**src/rtl/ems_page_loader.sv**
```systemverilog
// EMS page loader: writes four page registers and then the control register over Wishbone.
// Build option EMS_LOADER_VERIFY_EN adds a read-back pass that checks every written byte.
module ems_page_loader #(
  parameter logic [15:0] IO_BASE_ADDR   = 16'h0208,
  parameter int          TIMEOUT_CYCLES = 16
) (
  input  logic        wb_clk_i,
  input  logic        wb_rst_n_i,
  input  logic        start_i,
  input  logic [7:0]  page0_i,
  input  logic [7:0]  page1_i,
  input  logic [7:0]  page2_i,
  input  logic [7:0]  page3_i,
  input  logic [3:0]  umb_base_i,
  input  logic        enable_i,
  output logic [14:0] wbm_adr_o,
  output logic [15:0] wbm_dat_o,
  input  logic [15:0] wbm_dat_i,
  output logic [1:0]  wbm_sel_o,
  output logic        wbm_cyc_o,
  output logic        wbm_stb_o,
  output logic        wbm_we_o,
  input  logic        wbm_ack_i,
  output logic        busy_o,
  output logic        done_o,
  output logic        error_o,
  output logic [2:0]  err_idx_o
);

  typedef enum logic [1:0] {IDLE, REQ, GAP, FINISH} state_t;

  localparam logic [14:0] BASE_WORD = IO_BASE_ADDR[15:1];
  localparam logic [7:0]  TO_LAST   = 8'(TIMEOUT_CYCLES - 1);

  state_t      state;
  logic [2:0]  idx;
  logic [7:0]  cnt;
  logic [7:0]  page0_q, page1_q, page2_q, page3_q;
  logic [3:0]  umb_q;
  logic        en_q;
  logic [2:0]  idx_nxt;
  logic [7:0]  ctrl_q;
  logic        seq_last;

  // Accesses 0..4 map to word offsets 0,0,1,1,2; odd pages use the high byte lane.
  function automatic logic [14:0] acc_adr(input logic [2:0] i);
    return BASE_WORD + {13'd0, i[2:1]};
  endfunction

  function automatic logic [1:0] acc_sel(input logic [2:0] i);
    return (i == 3'd1 || i == 3'd3) ? 2'b10 : 2'b01;
  endfunction

  function automatic logic [7:0] acc_byte(input logic [2:0] i, input logic [7:0] b0,
                                          input logic [7:0] b1, input logic [7:0] b2,
                                          input logic [7:0] b3, input logic [7:0] b4);
    case (i)
      3'd0:    return b0;
      3'd1:    return b1;
      3'd2:    return b2;
      3'd3:    return b3;
      default: return b4;
    endcase
  endfunction

  assign idx_nxt = (idx == 3'd4) ? 3'd0 : idx + 3'd1;
  assign ctrl_q  = {en_q, 3'b000, umb_q};

`ifdef EMS_LOADER_VERIFY_EN
  logic       verify_phase;
  logic [7:0] rd_lane;
  logic [7:0] rd_mask;
  logic       rd_bad;

  // Control readback only cares about the enable bit and the frame base nibble.
  assign rd_lane  = (wbm_sel_o == 2'b10) ? wbm_dat_i[15:8] : wbm_dat_i[7:0];
  assign rd_mask  = (idx == 3'd4) ? 8'h8F : 8'hFF;
  assign rd_bad   = ((rd_lane ^ acc_byte(idx, page0_q, page1_q, page2_q, page3_q, ctrl_q))
                     & rd_mask) != 8'h00;
  assign seq_last = verify_phase;
`else
  logic unused_dat;
  assign unused_dat = ^wbm_dat_i;
  assign seq_last   = 1'b1;
`endif

  always_ff @(posedge wb_clk_i or negedge wb_rst_n_i) begin
    if (!wb_rst_n_i) begin
      state     <= IDLE;
      idx       <= 3'd0;
      cnt       <= 8'd0;
      page0_q   <= 8'd0;
      page1_q   <= 8'd0;
      page2_q   <= 8'd0;
      page3_q   <= 8'd0;
      umb_q     <= 4'd0;
      en_q      <= 1'b0;
      wbm_adr_o <= 15'd0;
      wbm_dat_o <= 16'd0;
      wbm_sel_o <= 2'b00;
      wbm_cyc_o <= 1'b0;
      wbm_stb_o <= 1'b0;
      wbm_we_o  <= 1'b0;
      busy_o    <= 1'b0;
      done_o    <= 1'b0;
      error_o   <= 1'b0;
      err_idx_o <= 3'd0;
`ifdef EMS_LOADER_VERIFY_EN
      verify_phase <= 1'b0;
`endif
    end else begin
      done_o <= 1'b0;
      case (state)
        IDLE, FINISH: begin
          state <= IDLE;
          if (start_i) begin
            page0_q   <= page0_i;
            page1_q   <= page1_i;
            page2_q   <= page2_i;
            page3_q   <= page3_i;
            umb_q     <= umb_base_i;
            en_q      <= enable_i;
            error_o   <= 1'b0;
            err_idx_o <= 3'd0;
            idx       <= 3'd0;
            cnt       <= 8'd0;
            busy_o    <= 1'b1;
            wbm_cyc_o <= 1'b1;
            wbm_stb_o <= 1'b1;
            wbm_we_o  <= 1'b1;
            wbm_adr_o <= acc_adr(3'd0);
            wbm_sel_o <= acc_sel(3'd0);
            wbm_dat_o <= {page0_i, page0_i};
            state     <= REQ;
`ifdef EMS_LOADER_VERIFY_EN
            verify_phase <= 1'b0;
`endif
          end
        end
        REQ: begin
          if (wbm_ack_i) begin
            wbm_cyc_o <= 1'b0;
            wbm_stb_o <= 1'b0;
            state     <= GAP;
`ifdef EMS_LOADER_VERIFY_EN
            if (!wbm_we_o && rd_bad) begin
              error_o   <= 1'b1;
              err_idx_o <= idx;
              busy_o    <= 1'b0;
              done_o    <= 1'b1;
              state     <= FINISH;
            end
`endif
          end else if (cnt == TO_LAST) begin
            wbm_cyc_o <= 1'b0;
            wbm_stb_o <= 1'b0;
            error_o   <= 1'b1;
            err_idx_o <= idx;
            busy_o    <= 1'b0;
            done_o    <= 1'b1;
            state     <= FINISH;
          end else begin
            cnt <= cnt + 8'd1;
          end
        end
        GAP: begin
          cnt <= 8'd0;
          if (idx == 3'd4 && seq_last) begin
            busy_o <= 1'b0;
            done_o <= 1'b1;
            state  <= FINISH;
          end else begin
            idx       <= idx_nxt;
            wbm_cyc_o <= 1'b1;
            wbm_stb_o <= 1'b1;
            wbm_adr_o <= acc_adr(idx_nxt);
            wbm_sel_o <= acc_sel(idx_nxt);
            wbm_dat_o <= {2{acc_byte(idx_nxt, page0_q, page1_q, page2_q, page3_q, ctrl_q)}};
            state     <= REQ;
`ifdef EMS_LOADER_VERIFY_EN
            if (idx == 3'd4) begin
              verify_phase <= 1'b1;
              wbm_we_o     <= 1'b0;
            end
`endif
          end
        end
        default: state <= IDLE;
      endcase
    end
  end

endmodule

```
**config.mk**
```make
export PLATFORM = sky130hd
export DESIGN_NAME = ems_page_loader
export DESIGN_NICKNAME = d
export VERILOG_FILES = /design/src/rtl/ems_page_loader.sv
export SDC_FILE = /design/constraint.sdc
export NUM_CORES = 1
export LEC_CHECK = 0
export CORE_MARGIN = 4
export CORE_UTILIZATION = 30
export CTS_CLUSTER_DIAMETER = 80
export DETAILED_ROUTE_END_ITERATION = 10
export GPL_TIMING_DRIVEN = 1
export PLACE_DENSITY = 0.51
export SYNTH_ARGS = -nofsm -noshare
export SYNTH_HDL_FRONTEND = slang
export SYNTH_SLANG_ARGS = --single-unit
```
**constraint.sdc**
```tcl
create_clock -name wb_clk_i -period 3.05 [get_ports wb_clk_i]
set_clock_uncertainty 0.1 [all_clocks]
set_input_delay 0.61 -clock wb_clk_i [delete_from_list [all_inputs] [get_ports wb_clk_i]]
set_output_delay 0.61 -clock wb_clk_i [all_outputs]
set_load 0.02 [all_outputs]
```
==> flow_metrics.py, run 1 <==
metrics = {
    "outcome": {
        "status": "complete, no violations",
    },
    "yosys": {
        "synthArstFlopShare_pct": 100,
        "ys.warnings.count": 0,
        "synth-seq-cells": 69,
        "synth-simple-area-share_pct": 11.7,
        "muxShareOfSynthArea_pct": 13.2,
        "yosys-top-cells-count": "dfrtp_1, mux2_2, buf_4",
        "synthAdderAreaFrac_pct": 2.38,
        "synthDominantCellAreaShare_pct": 46.9,
        "syn_avg_cell_area_um2": 11.4,
        "yosysUniqueCellTypes": 60,
        "yosys_most_used_dff": "dfrtp_1",
        "synth_cells": 324,
        "netlist_area_um2": 3680,
        "yosysSeqAreaShare_pct": 46.9,
        "synth_edf_count": 0,
        "synth_compound_area_share_pct": 16.9,
        "synth_area_leaders": "dfrtp_1, mux2_2, buf_4",
        "synth_top_family_by_area": "compound AO/OA/AOI/OAI gates",
        "synth.most_common_cell": "dfrtp_1",
        "synth_area_leader_cell": "dfrtp_1",
        "synth-xor-area-share_pct": 0.714,
    },
    "place": {
        "place_ws_ns": 0.370,
        "gp_congestion": 0.754,
        "dp.cells": 521,
        "hpwlAfterDp_um": 6360,
        "placed_cell_area_um2": 4410,
        "port_buffers": 71,
    },
    "drt": {
        "wire_per_inst_um": 16.6,
        "firstDrtPassIters": 4,
        "drtIter0Drc": 220,
        "vias_per_cell": 4.96,
        "final_antenna_net_count": 0,
        "num_vias": 2663,
        "routed_wl_um": 8930,
        "drc": 0,
    },
    "finish": {
        "synthToLayoutAreaGrowth_pct": 28.2,
        "nFillCells": 1166,
        "instances_no_fill": 537,
        "n_antenna_cell": 0,
        "seqCellArea_um2": 1730,
        "drive_gt1_share_pct": 20.0,
        "post-route-util_pct": 39.3,
        "fin_nets": 449,
        "final_area_um2": 4720,
        "multi_input_area_um2": 1700,
    },
    "sta": {
        "fin_ws_ns": 0.556,
        "rsz0062_at_grt": "no",
        "finalSetupTns_ns": 0,
        "finalSetupViolations": 0,
        "tightestPinTransition_ns": 0.580,
        "maxSlewViolCount": 0,
        "hold_viol": 0,
        "timing.hold.ws_ns": 0.126,
        "period_needed_ns": 2.49,
        "final.period_utilization_pct": 81.8,
        "max_slew_margin_pct": 61.2,
        "fmax_ghz": 0.401,
    },
    "floorplanning": {
        "initial_core_util_pct": 30.6,
        "core-area_um2": 12000,
        "num_rows": 40,
        "fp.dieW_um": 119,
        "io_pins": 99,
        "dieArea_um2": 14100,
        "fp.dieH_um": 119,
    },
    "clock_tree": {
        "htreeDepth": 3,
        "cts_made_buffers": 9,
        "post-cts-setup-buffers": 0,
        "cts_max_path_buffers": 2,
        "holdBufCountCts": 0,
        "cts.sinks": 69,
        "post_cts_resized": 0,
        "clk_latency_ns": 0.33,
        "path_clk_slew_ns": 0.06,
        "cts_root_buffer": "clkbuf_16",
        "cts_tree": "done",
    },
    "critical_path": {
        "arrival_ns": 2.63,
        "crit_fanout": 12,
        "critPathLaunchType": "register",
        "end_kind": "register",
        "worstPathRequired_ns": 3.19,
        "crit_type": "reg2reg",
    },
    "grt": {
        "grt_pass1_wl_um": 14800,
        "overflow": 0,
        "grt_pass1_vias": 2852,
        "grt_start_max_net_pins": 27,
        "antenna_found_initial": 0,
        "gr-usage-all-layers_pct": 13.2,
    },
    "power_and_ir_drop": {
        "vdd_ir_drop_max_uv": 386,
        "power_density_nw_per_um2": 940,
        "leakage_nw": 1.93,
        "p_total_mw": 4.44,
    },
    "min_path": {
        "hold_path.class": "in2async",
    },
    "run": {
        "maxCapViolations": 0,
    },
}
cells in the final DEF, fill, tap and decap left out, types with 3 or more instances in the layout:
| cell type | synthesis | routed |
|---|---|---|
| a211oi_1 | 3 | 3 |
| a21oi_1 | 17 | 17 |
| a221oi_1 | 3 | 3 |
| a222oi_1 | 5 | 5 |
| a22o_1 | 8 | 8 |
| a31oi_1 | 5 | 5 |
| and2_1 | 4 | 4 |
| buf_4 | 24 | 7 |
| clkbuf_16 | 0 | 9 |
| clkdlybuf4s50_1 | 0 | 70 |
| conb_1 | 1 | 11 |
| dfrtp_1 | 69 | 69 |
| ha_1 | 7 | 7 |
| inv_1 | 7 | 7 |
| inv_6 | 0 | 4 |
| mux2_2 | 37 | 37 |
| mux2i_1 | 7 | 7 |
| nand2_1 | 15 | 14 |
| nand2b_1 | 5 | 5 |
| nand3_1 | 4 | 4 |
| nor2_1 | 15 | 15 |
| nor3b_1 | 5 | 5 |
| o2111ai_1 | 5 | 5 |
| o21a_1 | 4 | 4 |
| o21ai_0 | 7 | 7 |
| o21ai_1 | 4 | 4 |
| o311ai_1 | 5 | 5 |
| or3_1 | 3 | 3 |
| xnor2_1 | 3 | 3 |
cell families after synthesis:
kind of cell	after synthesis
xor+xnor	3
compound gates	82
other cells	1
buf+inv	46
mux	44
flops	69
fa+ha+maj	7
simple gates	72
cell type report:
class	count	area share (%)
Inverter	7	0.557
Timing Repair Buffer	79	16.5
Clock buffer	9	4.77
Sequential cell	69	36.6
Tap cell	147	3.90
Multi-Input combinational cell	219	36.0
Clock inverter	7	1.67
per-layer routing:
layer	share of wire [%]	vias up	GRT usage, %
li1	-	1294	-
met2	46	78	20.9
met5	0	-	0
met3	5.1	9	3.73
met4	1.2	0	3.69
met1	48	1282	17.6
worst paths after layout:
kind / start / endpoint / slack [ns] / cells after the start
min in group wb_clk_i: wbm_we_o / wbm_we_o / 0.37 / 1
max in group asynchronous: wb_rst_n_i / wbm_adr_o[2] / 2.00 / 2
min: wb_rst_n_i / page2_q[7] / 0.13 / 1
max: idx[0] / wbm_dat_o[10] / 0.56 / 6
min reg2reg: wbm_we_o / wbm_we_o / 0.37 / 1
max reg2reg: idx[0] / wbm_dat_o[10] / 0.56 / 6
power breakdown:
| part | total (mW) | switching (mW) | internal [mW] |
|---|---|---|---|
| registers | 1.51 | 0.239 | 1.27 |
| logic | 1.85 | 0.961 | 0.894 |
| clock network | 1.07 | 0.426 | 0.644 |
sequential cells by signal, summed over array words and instances, names as in the netlist, 2 cells and up:
signal and flops:
cnt 8, err_idx_o 3, idx 2, page0_q 8, page1_q 8, page2_q 8
page3_q 8, state 2, umb_q 4, wbm_adr_o 2, wbm_dat_o 8, wbm_sel_o 2
worst max-delay path: stages, from the launching register on:
cell and delay [ns]:
dfrtp_1 0.60, inv_1 0.12, ha_1 0.29, nand3b_2 0.27
a211oi_4 0.56, a222oi_1 0.19, o311ai_1 0.27
Power figures use the tool's default switching activity.
==> inputs of run 2 (changes only) <==
==> constraint.sdc (replaced) <==
create_clock -name wb_clk_i -period 2.4 [get_ports wb_clk_i]
set_clock_uncertainty 0.1 [all_clocks]
set_input_delay 0.48 -clock wb_clk_i [delete_from_list [all_inputs] [get_ports wb_clk_i]]
set_output_delay 0.48 -clock wb_clk_i [all_outputs]
set_load 0.02 [all_outputs]
==> flow_metrics.py, run 2 (same netlist as run 1, synthesis figures left out) <==
metrics = {
    "clock_tree": {
        "htreeDepth": 3,
        "cts.sinks": 69,
        "path_clk_slew_ns": 0.06,
        "cts_max_path_buffers": 2,
        "clk_latency_ns": 0.34,
        "cts_root_buffer": "clkbuf_16",
        "cts_made_buffers": 9,
        "cts_tree": "done",
    },
    "sta": {
        "period_needed_ns": 2.27,
        "hold_viol": 0,
        "timing.hold.ws_ns": 0.0556,
        "max_slew_margin_pct": 63.4,
        "finalSetupViolations": 0,
        "finalSetupTns_ns": 0,
        "rsz0062_at_grt": "no",
        "fmax_ghz": 0.440,
        "final.period_utilization_pct": 94.6,
        "fin_ws_ns": 0.130,
        "tightestPinTransition_ns": 0.549,
        "maxSlewViolCount": 0,
    },
    "critical_path": {
        "slowest_stage": "clkdlybuf4s50_1",
        "slowest_delay_ns": 0.71,
        "worstPathRequired_ns": 1.82,
        "crit_fanout": 16,
        "cp-endpoint": "wbm_adr_o[1]",
        "crit_type": "reg2out",
        "reg2regPathDepth": 6,
        "regToRegSetupSlack_ns": 0.18,
        "end_kind": "primary output",
        "crit_path_start": "wbm_adr_o[1]",
        "critPathLaunchType": "register",
        "reg2reg_from": "idx[1]",
        "cp_num_buf_inv": 1,
        "cp_top_family": "buffers and inverters",
        "cp.depth": 1,
        "crit_chain": "clkdlybuf4s50_1",
        "arrival_ns": 1.69,
        "worstReg2RegEnd": "wbm_dat_o[10]",
    },
    "floorplanning": {
        "fp.dieW_um": 119,
        "dieArea_um2": 14100,
        "initial_core_util_pct": 30.6,
        "fp.dieH_um": 119,
        "num_rows": 40,
        "io_pins": 99,
        "core-area_um2": 12000,
    },
    "run": {
        "maxCapViolations": 0,
    },
    "drt": {
        "drtIter0Drc": 149,
        "drc": 0,
        "vias_per_cell": 5.06,
        "wire_per_inst_um": 16.8,
        "routed_wl_um": 9120,
        "num_vias": 2751,
        "firstDrtPassIters": 4,
        "final_antenna_net_count": 0,
    },
    "finish": {
        "nFillCells": 1169,
        "n_antenna_cell": 0,
        "final_common_cell": "clkdlybuf4s50_1",
        "drive_gt1_share_pct": 21.7,
        "synthToLayoutAreaGrowth_pct": 30.2,
        "post-route-util_pct": 39.9,
        "instances_no_fill": 544,
        "fin_nets": 457,
        "layout_common_cells": "clkdlybuf4s50_1, dfrtp_1, mux2_2, a21oi_1, nor2_1",
    },
    "grt": {
        "antenna_found_initial": 0,
        "overflow": 0,
        "grt_start_max_net_pins": 70,
        "gr-usage-all-layers_pct": 13.5,
        "grt_pass1_wl_um": 15100,
        "grt_pass1_vias": 2969,
    },
    "power_and_ir_drop": {
        "vdd_ir_drop_max_uv": 445,
        "power_density_nw_per_um2": 1190,
        "leakage_nw": 1.96,
    },
    "outcome": {
        "status": "complete, no violations",
    },
    "place": {
        "port_buffers": 71,
        "place_ws_ns": 0.102,
        "hpwlAfterDp_um": 6550,
        "dp.cells": 528,
        "gp_congestion": 0.777,
    },
    "min_path": {
        "hold_path.class": "in2async",
    },
}
run 2: changes by cell type in the layout (fill, tap and decap cells not counted), sizes merged:
cell,previous run,this run
clkinvlp,0,2
buf,9,17
clkbuf,9,10
inv,11,7
run 2: cell type report:
cell class                 instances  area, µm²  area share, %
sequential                        69       1730           36.1
multi-input combinational        219       1700           35.4
timing repair buffer              87        863           18.0
clock buffer                      10        229           4.78
tap                              147        184           3.84
clock inverter                     5       62.6           1.31
inverter                           7       26.3          0.548
run 2: report_power, final:
group / internal (mW) / total [mW] / leakage (nW) / switching (mW)
logic: 1.22 / 2.46 / 0.993 / 1.24
registers: 1.62 / 1.91 / 0.835 / 0.295
clock network: 0.802 / 1.31 / 0.135 / 0.509
run 2: through the flow:
| step | area, µm² | power, mW |
|---|---|---|
| after floorplan | 3720 | 3.54 |
| after global placement | 4480 | 4.32 |
| after detailed placement | 4480 | 4.38 |
| after CTS | 4770 | 5.71 |
| after global routing | 4790 | 6.06 |
| final | 4790 | 5.68 |
run 2: repair_timing:
| action | CTS | global route |
|---|---|---|
| hold buffers | 0 | 0 |
| setup buffers | 0 | 1 |
| gates resized for setup | 0 | 2 |
| setup endpoints to repair | 0 | 2 |
run 2: worst min-delay path by stage:
stage / endpoint / slack (ns) / cells after the start
floorplan: busy_o / 0.08 / 0
global placement: wbm_we_o / 0.36 / 1
detailed placement: wbm_we_o / 0.36 / 1
CTS: page1_q[7] / 0.08 / 2
global route: page1_q[7] / 0.09 / 2
finish: page1_q[7] / 0.06 / 2
run 2: metal layers:
metal / wire length, µm / vias up / track usage (%)
li1: - / 1313 / -
met1: 4240 / 1358 / 17.4
met2: 4290 / 68 / 21.4
met3: 442 / 12 / 4.07
met4: 150 / 0 / 4.56
met5: 0 / - / 0
